File: src/rtl/gemm_pkg.sv
// gemm_pkg: shared definitions for the GEMM tile sequencer and its helpers.
// Holds the sequencer state encoding, status-word bit positions, default
// tiling parameters and a size-legality helper.
package gemm_pkg;

  localparam int TILE_DEF    = 4;
  localparam int MAX_DIM_DEF = 256;
  localparam int IDX_W_DEF   = 16;

  localparam int STAT_BUSY    = 0;
  localparam int STAT_DONE    = 1;
  localparam int STAT_ERR     = 2;
  localparam int STAT_CNT_LSB = 16;

  typedef enum logic [2:0] {
    S_IDLE    = 3'd0,
    S_CHECK   = 3'd1,
    S_FETCH_W = 3'd2,
    S_FETCH_I = 3'd3,
    S_COMPUTE = 3'd4,
    S_WAIT    = 3'd5,
    S_DONE    = 3'd6
  } state_t;

  // A dimension is usable when it is non-zero and no larger than max_dim.
  function automatic logic size_legal(input logic [31:0] sz, input logic [31:0] max_dim);
    return (sz != 32'd0) && (sz <= max_dim);
  endfunction

endpackage

File: src/rtl/gemm_tile_addr_gen.sv
// tile_addr_gen: combinational tile geometry for a GEMM tile loop.
// Ports:
//   mt, nt, kt          tile indices (M, N, K)
//   m_dim, k_dim, n_dim matrix sizes, already truncated to IDX_W
//   wgt_base, inp_base  byte base addresses of W and A (row-major, 1 B/elem)
//   wgt_addr, inp_addr  start byte address of the W tile (kt,nt) / A tile (mt,kt)
//   m_len, k_len, n_len edge-clipped tile extents, min(TILE, dim - idx*TILE)
//   tm, tk, tn          tile counts ceil(dim / TILE)
module tile_addr_gen
  import gemm_pkg::*;
#(
  parameter int TILE  = TILE_DEF,
  parameter int IDX_W = IDX_W_DEF
) (
  input  logic [IDX_W-1:0] mt,
  input  logic [IDX_W-1:0] nt,
  input  logic [IDX_W-1:0] kt,
  input  logic [IDX_W-1:0] m_dim,
  input  logic [IDX_W-1:0] k_dim,
  input  logic [IDX_W-1:0] n_dim,
  input  logic [31:0]      wgt_base,
  input  logic [31:0]      inp_base,
  output logic [31:0]      wgt_addr,
  output logic [31:0]      inp_addr,
  output logic [IDX_W-1:0] m_len,
  output logic [IDX_W-1:0] k_len,
  output logic [IDX_W-1:0] n_len,
  output logic [IDX_W-1:0] tm,
  output logic [IDX_W-1:0] tk,
  output logic [IDX_W-1:0] tn
);

  localparam int               SH     = $clog2(TILE);
  localparam logic [IDX_W-1:0] TILE_V = IDX_W'(TILE);

  // Remaining extent of a dimension from tile idx onward, clipped to TILE.
  function automatic logic [IDX_W-1:0] tile_len(input logic [IDX_W-1:0] dim,
                                                input logic [IDX_W-1:0] idx);
    logic [IDX_W-1:0] rem;
    rem = dim - (idx << SH);
    if (rem > TILE_V) begin
      return TILE_V;
    end else begin
      return rem;
    end
  endfunction

  logic [31:0] mt_w, nt_w, kt_w, k_w, n_w;

  assign mt_w = {{(32-IDX_W){1'b0}}, mt};
  assign nt_w = {{(32-IDX_W){1'b0}}, nt};
  assign kt_w = {{(32-IDX_W){1'b0}}, kt};
  assign k_w  = {{(32-IDX_W){1'b0}}, k_dim};
  assign n_w  = {{(32-IDX_W){1'b0}}, n_dim};

  // Row-major tile origins; all sums wrap modulo 2^32.
  assign wgt_addr = wgt_base + (kt_w << SH) * n_w + (nt_w << SH);
  assign inp_addr = inp_base + (mt_w << SH) * k_w + (kt_w << SH);

  assign m_len = tile_len(m_dim, mt);
  assign k_len = tile_len(k_dim, kt);
  assign n_len = tile_len(n_dim, nt);

  assign tm = (m_dim + TILE_V - IDX_W'(1)) >> SH;
  assign tk = (k_dim + TILE_V - IDX_W'(1)) >> SH;
  assign tn = (n_dim + TILE_V - IDX_W'(1)) >> SH;

endmodule

File: src/rtl/gemm_tile_sequencer.sv
// gemm_tile_sequencer: drives the tile loop of C = A * W.
// Ports:
//   clk, rst                     clock, synchronous active-high reset
//   start                        one-cycle start pulse (honoured in IDLE only)
//   m_size, k_size, n_size       GEMM dimensions
//   wgt_base, inp_base           byte addresses of W[0][0] and A[0][0]
//   req_*                        tile fetch request to the memory reader
//   cmp_*                        compute command / completion with the array
//   status                       [0] busy [1] done [2] error [31:16] tiles done
// All outputs are registered; the next-output values are computed from the
// next state and next loop indices so fields are stable across a stall.
module gemm_tile_sequencer
  import gemm_pkg::*;
#(
  parameter int TILE    = TILE_DEF,
  parameter int MAX_DIM = MAX_DIM_DEF,
  parameter int IDX_W   = IDX_W_DEF
) (
  input  logic             clk,
  input  logic             rst,
  input  logic             start,
  input  logic [31:0]      m_size,
  input  logic [31:0]      k_size,
  input  logic [31:0]      n_size,
  input  logic [31:0]      wgt_base,
  input  logic [31:0]      inp_base,
  output logic             req_valid,
  input  logic             req_ready,
  output logic             req_is_wgt,
  output logic [31:0]      req_addr,
  output logic [31:0]      req_stride,
  output logic [IDX_W-1:0] req_rows,
  output logic [IDX_W-1:0] req_cols,
  output logic             cmp_valid,
  input  logic             cmp_ready,
  output logic             cmp_first,
  output logic             cmp_last,
  input  logic             cmp_done,
  output logic [31:0]      status
);

  state_t           state_r, state_s;
  logic [IDX_W-1:0] mt_r, nt_r, kt_r, mt_s, nt_s, kt_s;
  logic [31:0]      m_r, k_r, n_r, wb_r, ib_r;
  logic [31:0]      m_s, k_s, n_s, wb_s, ib_s;
  logic             busy_r, done_r, err_r, busy_s, done_s, err_s;
  logic [15:0]      cnt_r, cnt_s;

  logic             req_valid_s, req_is_wgt_s, cmp_valid_s, cmp_first_s, cmp_last_s;
  logic [31:0]      req_addr_s, req_stride_s;
  logic [IDX_W-1:0] req_rows_s, req_cols_s;

  logic [31:0]      wgt_addr_s, inp_addr_s;
  logic [IDX_W-1:0] m_len_s, k_len_s, n_len_s, tm_s, tk_s, tn_s;

  // Geometry is evaluated on the next indices so it lands with the next state.
  tile_addr_gen #(.TILE(TILE), .IDX_W(IDX_W)) u_addr (
    .mt       (mt_s),
    .nt       (nt_s),
    .kt       (kt_s),
    .m_dim    (m_r[IDX_W-1:0]),
    .k_dim    (k_r[IDX_W-1:0]),
    .n_dim    (n_r[IDX_W-1:0]),
    .wgt_base (wb_r),
    .inp_base (ib_r),
    .wgt_addr (wgt_addr_s),
    .inp_addr (inp_addr_s),
    .m_len    (m_len_s),
    .k_len    (k_len_s),
    .n_len    (n_len_s),
    .tm       (tm_s),
    .tk       (tk_s),
    .tn       (tn_s)
  );

  // Next-state, loop-index, status and output computation.
  always_comb begin
    state_s = state_r;
    mt_s = mt_r;  nt_s = nt_r;  kt_s = kt_r;
    m_s = m_r;    k_s = k_r;    n_s = n_r;  wb_s = wb_r;  ib_s = ib_r;
    busy_s = busy_r;  done_s = done_r;  err_s = err_r;  cnt_s = cnt_r;

    case (state_r)
      S_IDLE: begin
        if (start) begin
          m_s = m_size;  k_s = k_size;  n_s = n_size;
          wb_s = wgt_base;  ib_s = inp_base;
          busy_s = 1'b1;  done_s = 1'b0;  err_s = 1'b0;  cnt_s = 16'd0;
          state_s = S_CHECK;
        end else begin
          state_s = S_IDLE;
        end
      end
      S_CHECK: begin
        if (size_legal(m_r, 32'(MAX_DIM)) && size_legal(k_r, 32'(MAX_DIM)) &&
            size_legal(n_r, 32'(MAX_DIM))) begin
          mt_s = '0;  nt_s = '0;  kt_s = '0;
          state_s = S_FETCH_W;
        end else begin
          err_s = 1'b1;  done_s = 1'b1;  busy_s = 1'b0;
          state_s = S_IDLE;
        end
      end
      S_FETCH_W: begin
        if (req_ready) state_s = S_FETCH_I;
        else           state_s = S_FETCH_W;
      end
      S_FETCH_I: begin
        if (req_ready) state_s = S_COMPUTE;
        else           state_s = S_FETCH_I;
      end
      S_COMPUTE: begin
        if (cmp_ready) state_s = S_WAIT;
        else           state_s = S_COMPUTE;
      end
      S_WAIT: begin
        if (!cmp_done) begin
          state_s = S_WAIT;
        end else if (kt_r != tk_s - IDX_W'(1)) begin
          kt_s = kt_r + IDX_W'(1);
          state_s = S_FETCH_W;
        end else begin
          // Output tile (mt, nt) is finished: nt advances first, then mt.
          cnt_s = cnt_r + 16'd1;
          kt_s = '0;
          if (nt_r != tn_s - IDX_W'(1)) begin
            nt_s = nt_r + IDX_W'(1);
            state_s = S_FETCH_W;
          end else if (mt_r != tm_s - IDX_W'(1)) begin
            nt_s = '0;
            mt_s = mt_r + IDX_W'(1);
            state_s = S_FETCH_W;
          end else begin
            nt_s = '0;
            mt_s = '0;
            state_s = S_DONE;
          end
        end
      end
      S_DONE: begin
        busy_s = 1'b0;  done_s = 1'b1;
        state_s = S_IDLE;
      end
      default: begin
        state_s = S_IDLE;
      end
    endcase

    req_valid_s  = 1'b0;  req_is_wgt_s = 1'b0;
    req_addr_s   = 32'd0; req_stride_s = 32'd0;
    req_rows_s   = '0;    req_cols_s   = '0;
    if (state_s == S_FETCH_W) begin
      req_valid_s  = 1'b1;  req_is_wgt_s = 1'b1;
      req_addr_s   = wgt_addr_s;
      req_stride_s = {{(32-IDX_W){1'b0}}, n_r[IDX_W-1:0]};
      req_rows_s   = k_len_s;  req_cols_s = n_len_s;
    end else if (state_s == S_FETCH_I) begin
      req_valid_s  = 1'b1;  req_is_wgt_s = 1'b0;
      req_addr_s   = inp_addr_s;
      req_stride_s = {{(32-IDX_W){1'b0}}, k_r[IDX_W-1:0]};
      req_rows_s   = m_len_s;  req_cols_s = k_len_s;
    end else begin
      req_valid_s  = 1'b0;
    end

    cmp_valid_s = 1'b0;  cmp_first_s = 1'b0;  cmp_last_s = 1'b0;
    if (state_s == S_COMPUTE) begin
      cmp_valid_s = 1'b1;
      cmp_first_s = (kt_s == '0);
      cmp_last_s  = (kt_s == tk_s - IDX_W'(1));
    end else begin
      cmp_valid_s = 1'b0;
    end
  end

  // State, index, latched-operand, status and output registers.
  always_ff @(posedge clk) begin
    if (rst) begin
      state_r <= S_IDLE;
      mt_r <= '0;  nt_r <= '0;  kt_r <= '0;
      m_r <= 32'd0;  k_r <= 32'd0;  n_r <= 32'd0;  wb_r <= 32'd0;  ib_r <= 32'd0;
      busy_r <= 1'b0;  done_r <= 1'b0;  err_r <= 1'b0;  cnt_r <= 16'd0;
      req_valid <= 1'b0;  req_is_wgt <= 1'b0;  req_addr <= 32'd0;
      req_stride <= 32'd0;  req_rows <= '0;  req_cols <= '0;
      cmp_valid <= 1'b0;  cmp_first <= 1'b0;  cmp_last <= 1'b0;
    end else begin
      state_r <= state_s;
      mt_r <= mt_s;  nt_r <= nt_s;  kt_r <= kt_s;
      m_r <= m_s;  k_r <= k_s;  n_r <= n_s;  wb_r <= wb_s;  ib_r <= ib_s;
      busy_r <= busy_s;  done_r <= done_s;  err_r <= err_s;  cnt_r <= cnt_s;
      req_valid <= req_valid_s;  req_is_wgt <= req_is_wgt_s;  req_addr <= req_addr_s;
      req_stride <= req_stride_s;  req_rows <= req_rows_s;  req_cols <= req_cols_s;
      cmp_valid <= cmp_valid_s;  cmp_first <= cmp_first_s;  cmp_last <= cmp_last_s;
    end
  end

  always_comb begin
    status                          = 32'd0;
    status[STAT_BUSY]               = busy_r;
    status[STAT_DONE]               = done_r;
    status[STAT_ERR]                = err_r;
    status[STAT_CNT_LSB +: 16]      = cnt_r;
  end

endmodule

File: config.mk
export PLATFORM = sky130hd
export DESIGN_NAME = gemm_tile_sequencer
export DESIGN_NICKNAME = d
export VERILOG_FILES = /design/src/rtl/gemm_pkg.sv /design/src/rtl/gemm_tile_addr_gen.sv /design/src/rtl/gemm_tile_sequencer.sv
export SDC_FILE = /design/constraint.sdc
export NUM_CORES = 2
export LEC_CHECK = 0
export BUFFER_PORTS_ARGS = -buffer_cell sky130_fd_sc_hd__buf_2
export CAP_MARGIN = 20
export CORE_UTILIZATION = 37
export CTS_BUF_LIST = sky130_fd_sc_hd__clkbuf_8 sky130_fd_sc_hd__clkbuf_16
export DETAILED_ROUTE_END_ITERATION = 8
export GPL_TIMING_DRIVEN = 0
export PLACE_DENSITY_LB_ADDON = 0.15
export SLEW_MARGIN = 20
export SYNTH_ARGS = -nofsm -noshare
export SYNTH_HDL_FRONTEND = slang
export SYNTH_SLANG_ARGS = --single-unit
File: constraint.sdc
create_clock -name clk -period 22.6 [get_ports clk]
set_clock_uncertainty 0.1 [all_clocks]
set_input_delay 3.39 -clock clk [delete_from_list [all_inputs] [get_ports clk]]
set_output_delay 3.39 -clock clk [all_outputs]
set_load 0.005 [all_outputs]
==> impl_results.md <==
- Status: finished clean
- Antenna Violating Nets Remaining: 0
- Clk_lat worst skew: ~0.62 ns
- Top delay family on crit path: compound AO/OA/AOI/OAI gates
- CTS buffer count: 39
- Top_reg_cell synth: dfxtp_1
- Remaining routing DRC violations: 0
- HPWL after DPL: roughly 110000 µm
- Synth warn: 0
- Min-Delay Endpoint: k_r[31]
- RR Startpoint: k_r[3]
- Netlist cell types: 94
- Sink Count: 315
- Endpoints failing setup: 0
- Clock Path Buffers: 3
- Most frequent cells in the layout: nand2_1 (760), inv_1 (594), fa_1 (423)
- # IOs: between 200 and 300
- Fin crit share: 0.710
- Biggest area consumer among synthesized cells: fa_1
- CP required: roughly 23 ns
- Post-cts repair resize count: 0
- Initial DRT Pass Iterations: 5
- Core Util, Final: 0.422
- GPL Wtd Cong: 0.976
- Minimum clock period: 16.05 ns
- Final Hold Viols: 0
- Crit start category: register
- Peak supply drop: 0.0536 mV
- Bufs and invs on worst path: 7
- DR vias: 32200
- Die Ht: around 320 µm
- Commonest non-fill, non-tap cell in the layout: nand2_1
- WL per Instance: 21.4 µm
- RR Endpoint: req_addr[31]
- Max incr delay on CP: 0.92 ns
- CTS Root Cell: clkbuf_16
- Max-cap check violation count: 0
- CTS tree: built
- Top cell type's share of synthesized area: 0.233
- Final-report max-slew violation count: 0
- Post-CTS Hold Buffers: 0
- Fin nets: just under 6000
- Leakage: 19.2 nW
- Post-synth EDFFs: 0
- # Post-CTS Setup Buffers: 0
- Initial antenna violation count: 5
- Post-Route WL: 132000 µm
- Register bit count reported by yosys: 315
- Seq/Total Area, Yosys: 0.173
- Least-Margin Pin Slew: 1.13 ns
- Fmax achieved: 0.0623 GHz
- Clk slew on worst S/H paths: about 0.06 ns
- Mean Syn Cell Area: 8.10 µm²
- Relative slew slack: 0.240
- Reg2Reg Depth: 47
- Layout cell share with drive strength beyond 1: 0.0900
- Die area: 99700 µm²
- Crit path depth: 47
- Worst Min Path Start: k_r[31]
- Largest net degree at the start of global routing: 14
- Area of the core: 97100 µm²
- Reg2reg setup slack: 6.55 ns
- Die Wd: 316 µm
- Asr flop ratio synth: 0
- Grt ovf: 0
- Site Rows: 114
- Port-buffer cells: 268
- CP max-delay cell: o31ai_1
- Worst hold path type: reg2reg
- Vias in the first global route: between 30000 and 40000
- CP Max Fanout: 10
- RSZ-0062 raised after global routing: false
- Initial Util: 0.375
- Setup TNS: 0 ns
- H-Tree Depth: 2
- Cell Pwr Density: approximately 38 nW/µm²
- Top cells by area, synth: fa_1 (23%), dfxtp_1 (17%), ha_1 (11%)
- DR iter-0 viols: 2573
- GRT Util Overall: 0.267
- Most used cell, CP: fa_1
- First-pass GRT wire length: 200000 µm
- Endpoint type of the worst setup path: register
- CP Class: reg2reg
- Mapped Cells: 4495
- Hold-critical path depth: 2
- WP data arrival: between 15 and 20 ns
- Via/cell ratio: roughly 5.2
- Cell Area, Synth: 36400 µm²
- Synth-to-layout area growth: 12.6%
## tightest hold or removal path: cells and delay by family (launching register included)
family           cells  cell delay [ns]
AND/OR/NAND/NOR      1             0.05
AO/OA/AOI/OAI        1             0.05
flip-flops           1             0.30
## state kept, by name, indices dropped and copies added (netlist names), 32 cells and up
signal and cells:
ib_r 32, k_r 32, m_r 32, n_r 32
req_addr 32, wb_r 32
## report_power, final
part	switching [W]	total, W	internal (W)
Combinational	0.000186	0.000290	0.000104
Sequential	0.0000177	0.000593	0.000575
Clock	0.000275	0.000672	0.000398
## through the flow
stage | cell area (µm²) | worst slack [ns] | power [W] | instances | hold slack, ns
after floorplan | 36600 | 9.57 | 0.000783 | 4549 | 0.332
after global placement | 39500 | 6.13 | 0.000889 | 6093 | 0.342
after detailed placement | 39600 | 6.57 | 0.000890 | 6096 | 0.347
after CTS | 41000 | 6.71 | 0.00157 | 6165 | 0.355
after global routing | 41000 | 5.88 | 0.00162 | 6166 | 0.372
final | 41000 | 6.55 | 0.00156 | 6171 | 0.354
## Yosys cell counts, drive strengths merged (23+ instances only)
cell type	number
clkbuf	217
nor3	55
xnor2	160
and2	193
nor4	43
dfxtp	315
or3	23
and3	47
nor2	236
inv	594
o21a	23
ha	314
nor2b	42
fa	423
nand4	36
xor2	63
nand2b	39
buf	46
a21o	49
nand2	761
a21oi	329
a31oi	25
nand3	68
o21ai	135
## metal layers
metal	share of wire	vias to the layer above	GRT usage
met1	0.47	15600	0.388
met5	0.00013	-	0
met4	0.026	2	0.0714
li1	-	15200	-
met3	0.080	184	0.0457
met2	0.43	1242	0.405
## worst max path at each step
stage                   from           end  slack (ns)
global route          k_r[3]  req_addr[31]        5.88
CTS                   k_r[3]  req_addr[31]        6.71
finish                k_r[3]  req_addr[31]        6.55
detailed placement  cmp_done  req_addr[31]        6.57
global placement    cmp_done  req_addr[31]        6.13
floorplan           cmp_done  req_addr[31]        9.57
## final cells by class
type	instances	area, µm²
Timing Repair Buffer	271	1380
Buffer	263	1130
Inverter	595	2230
Sequential cell	315	6310
Tap cell	1276	1600
Clock inverter	23	269
Clock buffer	46	1070
Fill cell	10100	56200
Antenna cell	6	15.0
Multi-Input combinational cell	3376	27000
## cells by family (layout without fill, tap and decap cells)
logic type | after synthesis | in the layout | share of synthesized area
other | 1 | 61 | 0.000103
buffers and inverters | 858 | 1198 | 0.0922
muxes | 18 | 18 | 0.00509
DFF | 315 | 315 | 0.173
AOI/OAI and AO/OA | 724 | 724 | 0.121
adders and majority gates | 737 | 737 | 0.341
and+or+nand+nor | 1611 | 1611 | 0.209
xor gates and xnor gates | 231 | 231 | 0.0586
(Power assumes the default switching activity.)
